[src/rtl/serial_add_sub.sv]
// Bit-serial add/subtract, one result bit per clock LSB first; valid op completes WIDTH+2 cycles after start.
// No backpressure: start is only accepted in IDLE/DONE and is dropped while busy; the result is held until the next accepted start.
module serial_add_sub #(
  parameter int WIDTH = 8
) (
  input  logic             clk,
  input  logic             rst_n,
  input  logic             start,
  input  logic [WIDTH-1:0] A,
  input  logic [WIDTH-1:0] B,
  input  logic             add_en,
  input  logic             sub_en,
  input  logic             carry_in,
  output logic             busy,
  output logic             done,
  output logic [WIDTH-1:0] data_out,
  output logic             carry_out,
  output logic             out_en
);

  localparam int CW = (WIDTH > 2) ? $clog2(WIDTH) : 1;

  typedef enum logic [1:0] {
    IDLE  = 2'd0,
    LOAD  = 2'd1,
    SHIFT = 2'd2,
    DONE  = 2'd3
  } state_t;

  state_t           state;
  logic [WIDTH-1:0] a_sr;
  logic [WIDTH-1:0] b_sr;
  logic             op_add;
  logic             op_sub;
  logic             cy;
  logic [CW-1:0]    cnt;

  logic sum_bit;
  logic carry_nxt;
  logic last_step;

  always_comb begin
    sum_bit   = a_sr[0] ^ b_sr[0] ^ cy;
    carry_nxt = (a_sr[0] & b_sr[0]) | (cy & (a_sr[0] ^ b_sr[0]));
    last_step = (cnt == CW'(WIDTH - 1));
  end

  // The result register doubles as data_out: sum bits enter at the MSB and
  // after WIDTH steps the bit computed first has reached bit 0.
  always_ff @(posedge clk) begin
    if (!rst_n) begin
      state     <= IDLE;
      a_sr      <= '0;
      b_sr      <= '0;
      op_add    <= 1'b0;
      op_sub    <= 1'b0;
      cy        <= 1'b0;
      cnt       <= '0;
      busy      <= 1'b0;
      done      <= 1'b0;
      data_out  <= '0;
      carry_out <= 1'b0;
      out_en    <= 1'b0;
    end else begin
      done <= 1'b0;
      case (state)
        IDLE, DONE: begin
          if (start) begin
            a_sr   <= A;
            b_sr   <= B;
            op_add <= add_en;
            op_sub <= sub_en;
            cy     <= carry_in;
            out_en <= 1'b0;
            busy   <= 1'b1;
            state  <= LOAD;
          end else begin
            state <= IDLE;
          end
        end
        LOAD: begin
          if (op_add ^ op_sub) begin
            // Subtract as A + ~B + ~borrow; the final carry then means "no borrow".
            if (op_sub) begin
              b_sr <= ~b_sr;
              cy   <= ~cy;
            end
            cnt   <= '0;
            state <= SHIFT;
          end else begin
            data_out  <= '0;
            carry_out <= 1'b0;
            busy      <= 1'b0;
            done      <= 1'b1;
            state     <= DONE;
          end
        end
        SHIFT: begin
          data_out <= {sum_bit, data_out[WIDTH-1:1]};
          a_sr     <= a_sr >> 1;
          b_sr     <= b_sr >> 1;
          cy       <= carry_nxt;
          cnt      <= cnt + CW'(1);
          if (last_step) begin
            carry_out <= carry_nxt;
            busy      <= 1'b0;
            done      <= 1'b1;
            out_en    <= 1'b1;
            state     <= DONE;
          end
        end
        default: state <= IDLE;
      endcase
    end
  end

endmodule

[config.mk]
export PLATFORM = sky130hd
export DESIGN_NAME = serial_add_sub
export DESIGN_NICKNAME = d
export VERILOG_FILES = /design/src/rtl/serial_add_sub.sv
export SDC_FILE = /design/constraint.sdc
export NUM_CORES = 1
export LEC_CHECK = 0
export BUFFER_PORTS_ARGS = -buffer_cell sky130_fd_sc_hd__clkbuf_2
export CORE_UTILIZATION = 50
export CTS_BUF_LIST = sky130_fd_sc_hd__clkbuf_8
export CTS_CLUSTER_SIZE = 12
export DETAILED_ROUTE_END_ITERATION = 10
export GPL_TIMING_DRIVEN = 0
export PLACE_DENSITY = 0.72
export SLEW_MARGIN = 20
export SYNTH_ARGS = -nofsm -noshare
export SYNTH_HDL_FRONTEND = slang
export SYNTH_SLANG_ARGS = --single-unit
[constraint.sdc]
create_clock -name clk -period 1.7 [get_ports clk]
set_input_delay 0.34 -clock clk [delete_from_list [all_inputs] [get_ports clk]]
set_output_delay 0.34 -clock clk [all_outputs]
set_load 0.02 [all_outputs]
# ---- Word-level counts from Yosys, hierarchy flattened
# Cells that the tools add are included.
dict set report classes {
  eq_ne 9
  mux 30
  multipliers 0
  bitwise 8
  shift 0
  n_lt_le_gt_ge 0
  addsub 1
  reduce_logical 12
  div 0
}
# op n
set op_table {}
lappend op_table {{8-bit two-way mux} 5}
lappend op_table {{8-bit case mux with 2 select lines} 2}
lappend op_table {{8-bit case mux with 3 select lines} 1}
lappend op_table {{1-bit two-way mux} 13}
lappend op_table {{3-bit AND reduction} 4}
lappend op_table {{2-bit != test, second input constant} 5}
lappend op_table {{8-bit NOT} 1}
lappend op_table {{2-bit AND reduction} 4}
lappend op_table {{1-bit case mux with 2 select lines} 3}
lappend op_table {{1-bit case mux with 3 select lines} 2}
lappend op_table {{2-bit case mux with 3 select lines} 1}
lappend op_table {{3-bit case mux with 2 select lines} 1}
lappend op_table {{2-bit equality test, second input constant} 2}
lappend op_table {{2-bit nonzero test} 2}
lappend op_table {{3-bit by 1-bit adder with 3-bit output, second input constant} 1}
lappend op_table {{3-bit equality test, second input constant} 1}
lappend op_table {{3-bit two-way mux} 1}
lappend op_table {{1-bit XOR} 3}
lappend op_table {{1-bit AND} 2}
lappend op_table {{2-bit by 1-bit equality test with 1-bit output, second input constant} 1}
lappend op_table {{2-bit logical NOT} 1}
lappend op_table {{2-bit two-way mux} 1}
lappend op_table {{2-bit OR reduction} 1}
lappend op_table {{1-bit NOT} 1}
lappend op_table {{1-bit bitwise OR} 1}
dict set report word_totals {
  latch_bits 0
  mem_count 0
  ff_bits 36
  inputBits 22
  word_cells 72
  mem_bits_ro 0
  ramBits 0
}

# ---- Longest topological paths before layout
# Gate-level depths: netlist of run 1.
dict set report depth {
  word_depth 5
  ltp_mapped 8
}

# ---- Worst setup path before layout of run 1
# No wires, ideal clock.
dict set report synth_path {
  path_kind {reg2reg}
  startpoint {register state[0]}
  endpoint {register cy}
  setup_time_ns 0.117
  arrival_time_ns 1.448
  path_stages_with_launch 9
  setup_slack_ns 0.135
  period_less_slack_ns 1.565
  path_cell_list {dfxtp_1 -> inv_1 -> ha_1 -> buf_4 -> nand2b_4 -> a21boi_4 -> and2_1 -> buf_2 -> a22o_1}
}
dict set report synth_via {
  elab_chain_len 4
  elab_cells_between_ends 10
}
# element line_no
set synth_rtl {}
lappend synth_rtl {{start, declared} 30} ;# state_t state;
lappend synth_rtl {{start signal, assigned} 52} ;# state <= IDLE;
lappend synth_rtl {{start signal, assigned} 76} ;# state <= LOAD;
lappend synth_rtl {{start signal, assigned} 78} ;# state <= IDLE;
lappend synth_rtl {{2-bit equality test or 2-bit logical NOT (tied branches)} 66} ;# case (state)
lappend synth_rtl {{2-bit OR reduction} 66}
lappend synth_rtl {{2-bit != test (no source line)} -}
lappend synth_rtl {{3-bit AND reduction (no source line)} -}
lappend synth_rtl {{end signal, assigned} 73} ;# cy <= carry_in;
lappend synth_rtl {{end signal, assigned} 86} ;# cy <= ~cy;
lappend synth_rtl {{end signal, assigned} 102} ;# cy <= carry_nxt;
lappend synth_rtl {{end, declared} 35} ;# logic cy;
# Several ways; a longest one is shown, not always the timed one.
# A chain may end at the register's enable or synchronous reset.

# ---- Final worst setup path of run 1
dict set report layout_path {
  startpoint {register state[0]}
  endpoint {register b_sr[5]}
}
dict set report layout_via {
  elab_chain_len 4
  elab_cells_between_ends 10
}
# element line_no
set layout_rtl {}
lappend layout_rtl {{2-bit equality test or 2-bit logical NOT (tied branches)} 66}
lappend layout_rtl {{2-bit OR reduction} 66}
lappend layout_rtl {{2-bit != test (no source line)} -}
lappend layout_rtl {{3-bit AND reduction (no source line)} -}
lappend layout_rtl {{end signal, assigned} 85} ;# b_sr <= ~b_sr;
lappend layout_rtl {{end signal, assigned} 101} ;# b_sr <= b_sr >> 1;
lappend layout_rtl {{end, declared} 32} ;# logic [WIDTH-1:0] b_sr;
# Several ways; a longest one is shown, not always the timed one.

==> impl_metrics.yaml, run 1 <==
status:
  outcome: "finished clean"
floorplan:
  die_area_um2: 3648
  coreArea_um2: 3153
  start_util_pct: 54.09
  die_h_um: 60.40
  rows: 20
  chipWidth_um: 60.40
  pin_count: 34
detailed_routing:
  first_iter_violations: 97
  post-route-drc-count: 0
  vias_per_cell: 5.724
  drt-total-wl_um: 3847
  wl_per_cell_um: 13.99
  drtPass1Iterations: 4
  ant_nets: 0
  via_count: 1574
timing:
  worst_slew_pin_slew_ns: 0.4830
  hold_viol_final: 0
  maxSlewHeadroom_pct: 67.80
  setup_tns_ns: 0
  setup_ws_ns: 0.06809
  skew_ns: 0.009396
  post-route-period-util_pct: 95.99
  period_needed_ns: 1.632
  slew_violations: 0
  setup_viol: 0
  max_freq_ghz: 0.6128
final_layout:
  drive_above_1_share_pct: 27.27
  nNetsFinal: 257
  mostFrequentLayoutCell: "dfxtp_1"
  syn_to_final_growth_pct: 19.30
  antennaDiodeCount: 0
  design_area_um2: 2034
  instances_no_fill: 275
  fin_util_pct: 64.52
  final_cell_mix: "dfxtp_1, clkbuf_2, nand2_1"
placement:
  dpl_cell_area_um2: 1921
  portBuffers: 32
  gp_congestion: 0.7941
  place_hpwl_um: 2878
  dp_cells: 268
  preCtsSetupSlack_ns: -0.004446
clocking:
  numCtsBuffers: 5
  clockBufferDepth: 2
  hold_buffers: 0
  cts_max_level: 2
  path_clk_slew_ns: 0.07
  cts_tree: "built"
  clkSinkCount: 36
  worstSkewPairLatency_ns: 0.30
  cts_setup_buffers: 0
  root_buffer: "clkbuf_8"
synthesis:
  synth_seq_cells: 36
  syn_inst: 192
  synth_nets: 219
  synth_cell_types: 38
  yosysWarnings: 0
  synth.avg_cell_area_um2: 8.882
  synth_sequential_area_ratio_pct: 42.26
  netlist_area_um2: 1705
power_and_ir_drop:
  clockPowerShare_pct: 17.2
  power_switching_mw: 1.466
  pwr-share-seq_pct: 34.1
  powerDensity_nw_per_um2: 1779
  irDropWorstVdd_uv: 889.3
  p_int_mw: 2.154
  comb_power_share_pct: 48.7
  sw_frac_of_total_pct: 40.49
  cellLeakagePower_nw: 0.8666
setup_path:
  cp_max_fo: 8
  worstPathArrival_ns: 1.81
  cp.required_ns: 1.88
  crit_type: "flop to flop"
  worstSetupEndpointType: "flop"
  start_kind: "flop"
global_routing:
  grt_pass1_vias: 1509
  overflow: 0
  antenna_found_initial: 0
  grt_usage_pct: 24.53
  grt_pass1_wl_um: 6596
  grt_max_degree: 12
min_path:
  hold_path_class: "input port to flop"
run:
  drv_cap: 0
## state kept, by name, summed over array words and instances (netlist names)
| signal | cells |
|---|---|
| cy | 1 |
| b_sr | 8 |
| cnt | 3 |
| state | 2 |
| op_sub | 1 |
| out_en | 1 |
| op_add | 1 |
| data_out | 8 |
| a_sr | 8 |
| busy | 1 |
| carry_out | 1 |
| done | 1 |
## per-layer routing
| layer | vias up | wire (um) | track usage, % |
|---|---|---|---|
| met5 | - | 0 | 0 |
| met4 | 0 | 35 | 8.638 |
| met3 | 3 | 212 | 7.036 |
| met2 | 49 | 1965 | 41.13 |
| met1 | 754 | 1633 | 30.04 |
| li1 | 768 | - | - |
## worst max-delay path: stages, from the launching register on
cell and delay [ns]:
dfxtp_2 0.33, inv_1 0.06, ha_1 0.31, buf_6 0.15, nand2b_4 0.09, a21boi_4 0.22
nor2_2 0.11, a22o_1 0.25
## layout make-up
class                      instances  area, um2
buffer                            13      81.33
clock buffer                       6      82.58
clock inverter                     2      10.01
fill                             293       1119
inverter                           6      22.52
multi-input combinational        136      900.9
sequential                        36      721.9
tap                               44      55.05
timing repair buffer              32      160.2
## per-stage QoR
stage	total power, mW	hold WS, ns
after detailed placement	2.919	0.4518
after global placement	2.820	0.4406
final	3.620	0.2669
after CTS	3.564	0.2648
after floorplan	2.530	0.4321
after global routing	3.911	0.2927
## cells in the mapped netlist
cell type,instances,area share [%]
nor2_2,1,0.37
fa_1,1,1.2
mux2i_1,7,4.1
nand2b_1,2,0.73
a31oi_1,1,0.37
buf_4,2,0.88
inv_2,2,0.44
a2bb2oi_1,8,4.1
ha_1,4,2.9
nor3_1,2,0.59
a21o_1,1,0.44
inv_1,4,0.88
o21ai_0,8,2.3
nand4_1,2,0.73
o21bai_4,1,1.1
dfxtp_1,36,42
a22oi_1,1,0.44
a211oi_1,9,4.0
o21ai_1,12,3.5
nand3_1,16,4.7
and2_1,1,0.37
xnor2_2,1,0.95
a22o_1,8,4.1
a21oi_1,7,2.1
o21a_1,1,0.44
o21a_2,1,0.51
nor2_1,14,3.1
a21boi_4,1,1.1
nand4b_1,1,0.51
nor3b_1,1,0.44
nand2_1,20,4.4
buf_2,8,2.3
nand2b_4,1,0.81
nor2b_1,1,0.37
clkbuf_1,3,0.66
o32ai_1,1,0.51
buf_6,1,0.66
o311a_1,1,0.59
## power by group through the flow
| stage | logic [mW] | clock network, mW | registers (mW) |
|---|---|---|---|
| CTS | 1.70 | 0.630 | 1.23 |
| global placement | 1.59 | 0 | 1.23 |
| detailed placement | 1.67 | 0 | 1.25 |
| global route | 1.97 | 0.677 | 1.26 |
| finish | 1.76 | 0.623 | 1.23 |
| floorplan | 1.31 | 0 | 1.22 |
## logic make-up (layout without fill, tap and decap cells)
group	after synthesis	in the layout	synth area share, %
adder cells (fa/ha/maj)	5	5	4.109
XOR/XNOR	1	1	0.9540
buffers and inverters	20	59	5.869
AND/OR/NAND/NOR	62	62	17.10
multiplexers	7	7	4.109
AO/OA/AOI/OAI	61	61	25.61
flip-flops	36	36	42.26
## what timing repair did
item | CTS | global route
pin swaps | 0 | 0
gates resized for setup | 3 | 6
setup endpoints to repair | 4 | 12
## final timing paths
path / slack, ns / start / cells past startpoint / end
setup / recovery: 0.07 / state[0]$_SDFFE_PN0P_ / 7 / b_sr[5]$_SDFFE_PN0P_
hold / removal: 0.27 / sub_en / 3 / op_sub$_SDFFE_PN0P_
setup reg to reg: 0.07 / state[0]$_SDFFE_PN0P_ / 7 / b_sr[5]$_SDFFE_PN0P_
hold reg to reg: 0.46 / data_out[0]$_SDFFE_PN0P_ / 2 / data_out[0]$_SDFFE_PN0P_
Power figures use the tool's default switching activity.
==> run 2, diff against run 1 <==
--- a/config.mk
+++ b/config.mk
@@ -6,12 +6,15 @@
 export NUM_CORES = 1
 export LEC_CHECK = 0
 export BUFFER_PORTS_ARGS = -buffer_cell sky130_fd_sc_hd__clkbuf_2
-export CORE_UTILIZATION = 50
+export CELL_PAD_IN_SITES_DETAIL_PLACEMENT = 0
+export CELL_PAD_IN_SITES_GLOBAL_PLACEMENT = 2
+export CORE_UTILIZATION = 30
 export CTS_BUF_LIST = sky130_fd_sc_hd__clkbuf_8
 export CTS_CLUSTER_SIZE = 12
 export DETAILED_ROUTE_END_ITERATION = 10
 export GPL_TIMING_DRIVEN = 0
 export PLACE_DENSITY = 0.72
+export SKIP_LAST_GASP = 1
 export SLEW_MARGIN = 20
 export SYNTH_ARGS = -nofsm -noshare
 export SYNTH_HDL_FRONTEND = slang
==> impl_metrics.yaml, run 2 (synthesis results as in run 1) <==
setup_path:
  reg2reg_slack_ns: 0.09
  path_cells: "inv_2 -> ha_4 -> buf_6 -> nand2b_4 -> a21boi_4 -> and2_1 -> buf_4 -> a22o_1"
  timing.rr.end: "cy$_SDFFE_PN0P_"
  worstSetupEndpointType: "flop"
  slowest_stage: "dfxtp_2"
  cp_max_fo: 8
  reg2regPathDepth: 8
  crit_path_max_incr_delay_ns: 0.34
  worstPathArrival_ns: 1.79
  start_kind: "flop"
  cp.required_ns: 1.88
  crit_type: "flop to flop"
  r2r_start: "state[0]$_SDFFE_PN0P_"
detailed_routing:
  first_iter_violations: 57
  wl_per_cell_um: 13.55
  post-route-drc-count: 0
  ant_nets: 0
  via_count: 1491
  drt-total-wl_um: 4119
  vias_per_cell: 4.905
  drtPass1Iterations: 4
min_path:
  hold_end: "op_sub$_SDFFE_PN0P_"
  hold_path_class: "input port to flop"
  min_from: "sub_en"
  worstHoldPathCells: 3
timing:
  setup_ws_ns: 0.09215
  setup_viol: 0
  skew_ns: 0.006273
  period_needed_ns: 1.608
  setup_tns_ns: 0
  slew_violations: 0
  hold_viol_final: 0
  rsz0062_at_grt: "yes"
  post-route-period-util_pct: 94.58
  worst_slew_pin_slew_ns: 0.5046
  max_freq_ghz: 0.6219
  timing.hold.ws_ns: 0.2830
  maxSlewHeadroom_pct: 66.36
clocking:
  path_clk_slew_ns: 0.07
  cts_max_level: 2
  root_buffer: "clkbuf_8"
  clkSinkCount: 36
  worstSkewPairLatency_ns: 0.28
  clockBufferDepth: 2
  numCtsBuffers: 5
  cts_tree: "built"
final_layout:
  mostFrequentLayoutCell: "dfxtp_1"
  antennaDiodeCount: 0
  drive_above_1_share_pct: 26.72
  largestRegisters: "a_sr x8, b_sr x8, data_out x8"
  nNetsFinal: 259
  syn_to_final_growth_pct: 21.28
  final_cell_mix: "dfxtp_1, clkbuf_2, nand2_1"
status:
  outcome: "finished clean"
power_and_ir_drop:
  total_power_mw: 3.570
  cellLeakagePower_nw: 0.8671
  powerDensity_nw_per_um2: 1726
  irDropWorstVdd_uv: 945.4
global_routing:
  grt_max_degree: 11
  antenna_found_initial: 0
  overflow: 0
  grt_pass1_vias: 1412
  grt_usage_pct: 14.61
  grt_pass1_wl_um: 6824
floorplan:
  coreArea_um2: 5507
  die_area_um2: 5990
  die_h_um: 77.40
  chipWidth_um: 77.40
  rows: 27
  start_util_pct: 30.97
  pin_count: 34
placement:
  preCtsSetupSlack_ns: 0.0001610
  portBuffers: 32
  place_hpwl_um: 2896
  gp_congestion: 0.7208
run:
  drv_cap: 0
==> run 2: layer usage <==
layer  up-vias  share of wire (%)  GRT usage, %
met2        23                 45         23.10
met3         5                2.8         3.647
li1        767                  -             -
met4         0                1.2         5.094
met1       696                 51         19.23
met5         -                  0             0
==> run 2: cell type report <==
cell class	instances	area, um2
Clock inverter	2	8.758
Buffer	14	91.34
Timing Repair Buffer	33	167.7
Clock buffer	5	68.82
Sequential cell	36	721.9
Multi-Input combinational cell	136	897.1
Fill cell	604	3438
Inverter	6	22.52
Tap cell	72	90.09
==> run 2: power breakdown <==
group          leakage, nW  total, mW  switching (mW)  internal [mW]
Sequential           0.295       1.24           0.164           1.07
Combinational        0.527       1.76           0.991          0.768
Clock               0.0452      0.575           0.302          0.273
==> run 2: how the worst max path moves through the flow <==
stage | from | end | slack (ns)
after global placement | state[0]$_SDFFE_PN0P_ | cy$_SDFFE_PN0P_ | 0.00007
after floorplan | state[0]$_SDFFE_PN0P_ | cy$_SDFFE_PN0P_ | 0.14
after detailed placement | state[0]$_SDFFE_PN0P_ | cy$_SDFFE_PN0P_ | 0.0002
after CTS | state[0]$_SDFFE_PN0P_ | cy$_SDFFE_PN0P_ | 0.002
after global routing | state[1]$_SDFFE_PN0P_ | data_out[1]$_SDFFE_PN0P_ | -0.008
final | state[0]$_SDFFE_PN0P_ | cy$_SDFFE_PN0P_ | 0.09
==> run 2: timing repair <==
item                       4_1_cts  5_1_grt
resized for setup                1        8
hold buffers                     0        0
cloned                           0        0
pin swaps                        0        1
setup buffers                    0        1
setup endpoints to repair        7       16
==> run 2: worst max-delay path, delay by kind of cell, from the launching register on <==
kind	cells	cell delay (ns)
AO/OA/AOI/OAI	2	0.34
adder cells (fa/ha/maj)	1	0.25
buffers and inverters	3	0.32
flip-flops	1	0.34
AND/OR/NAND/NOR	2	0.24
==> run 2: stage by stage <==
stage / util, % / std cells / area (um2)
final: 37.56 / 304 / 2068
after global routing: 37.56 / 304 / 2068
after CTS: 36.97 / 303 / 2036
after detailed placement: 35.51 / 296 / 1956
after global placement: 35.51 / 296 / 1956
after floorplan: - / 192 / 1705
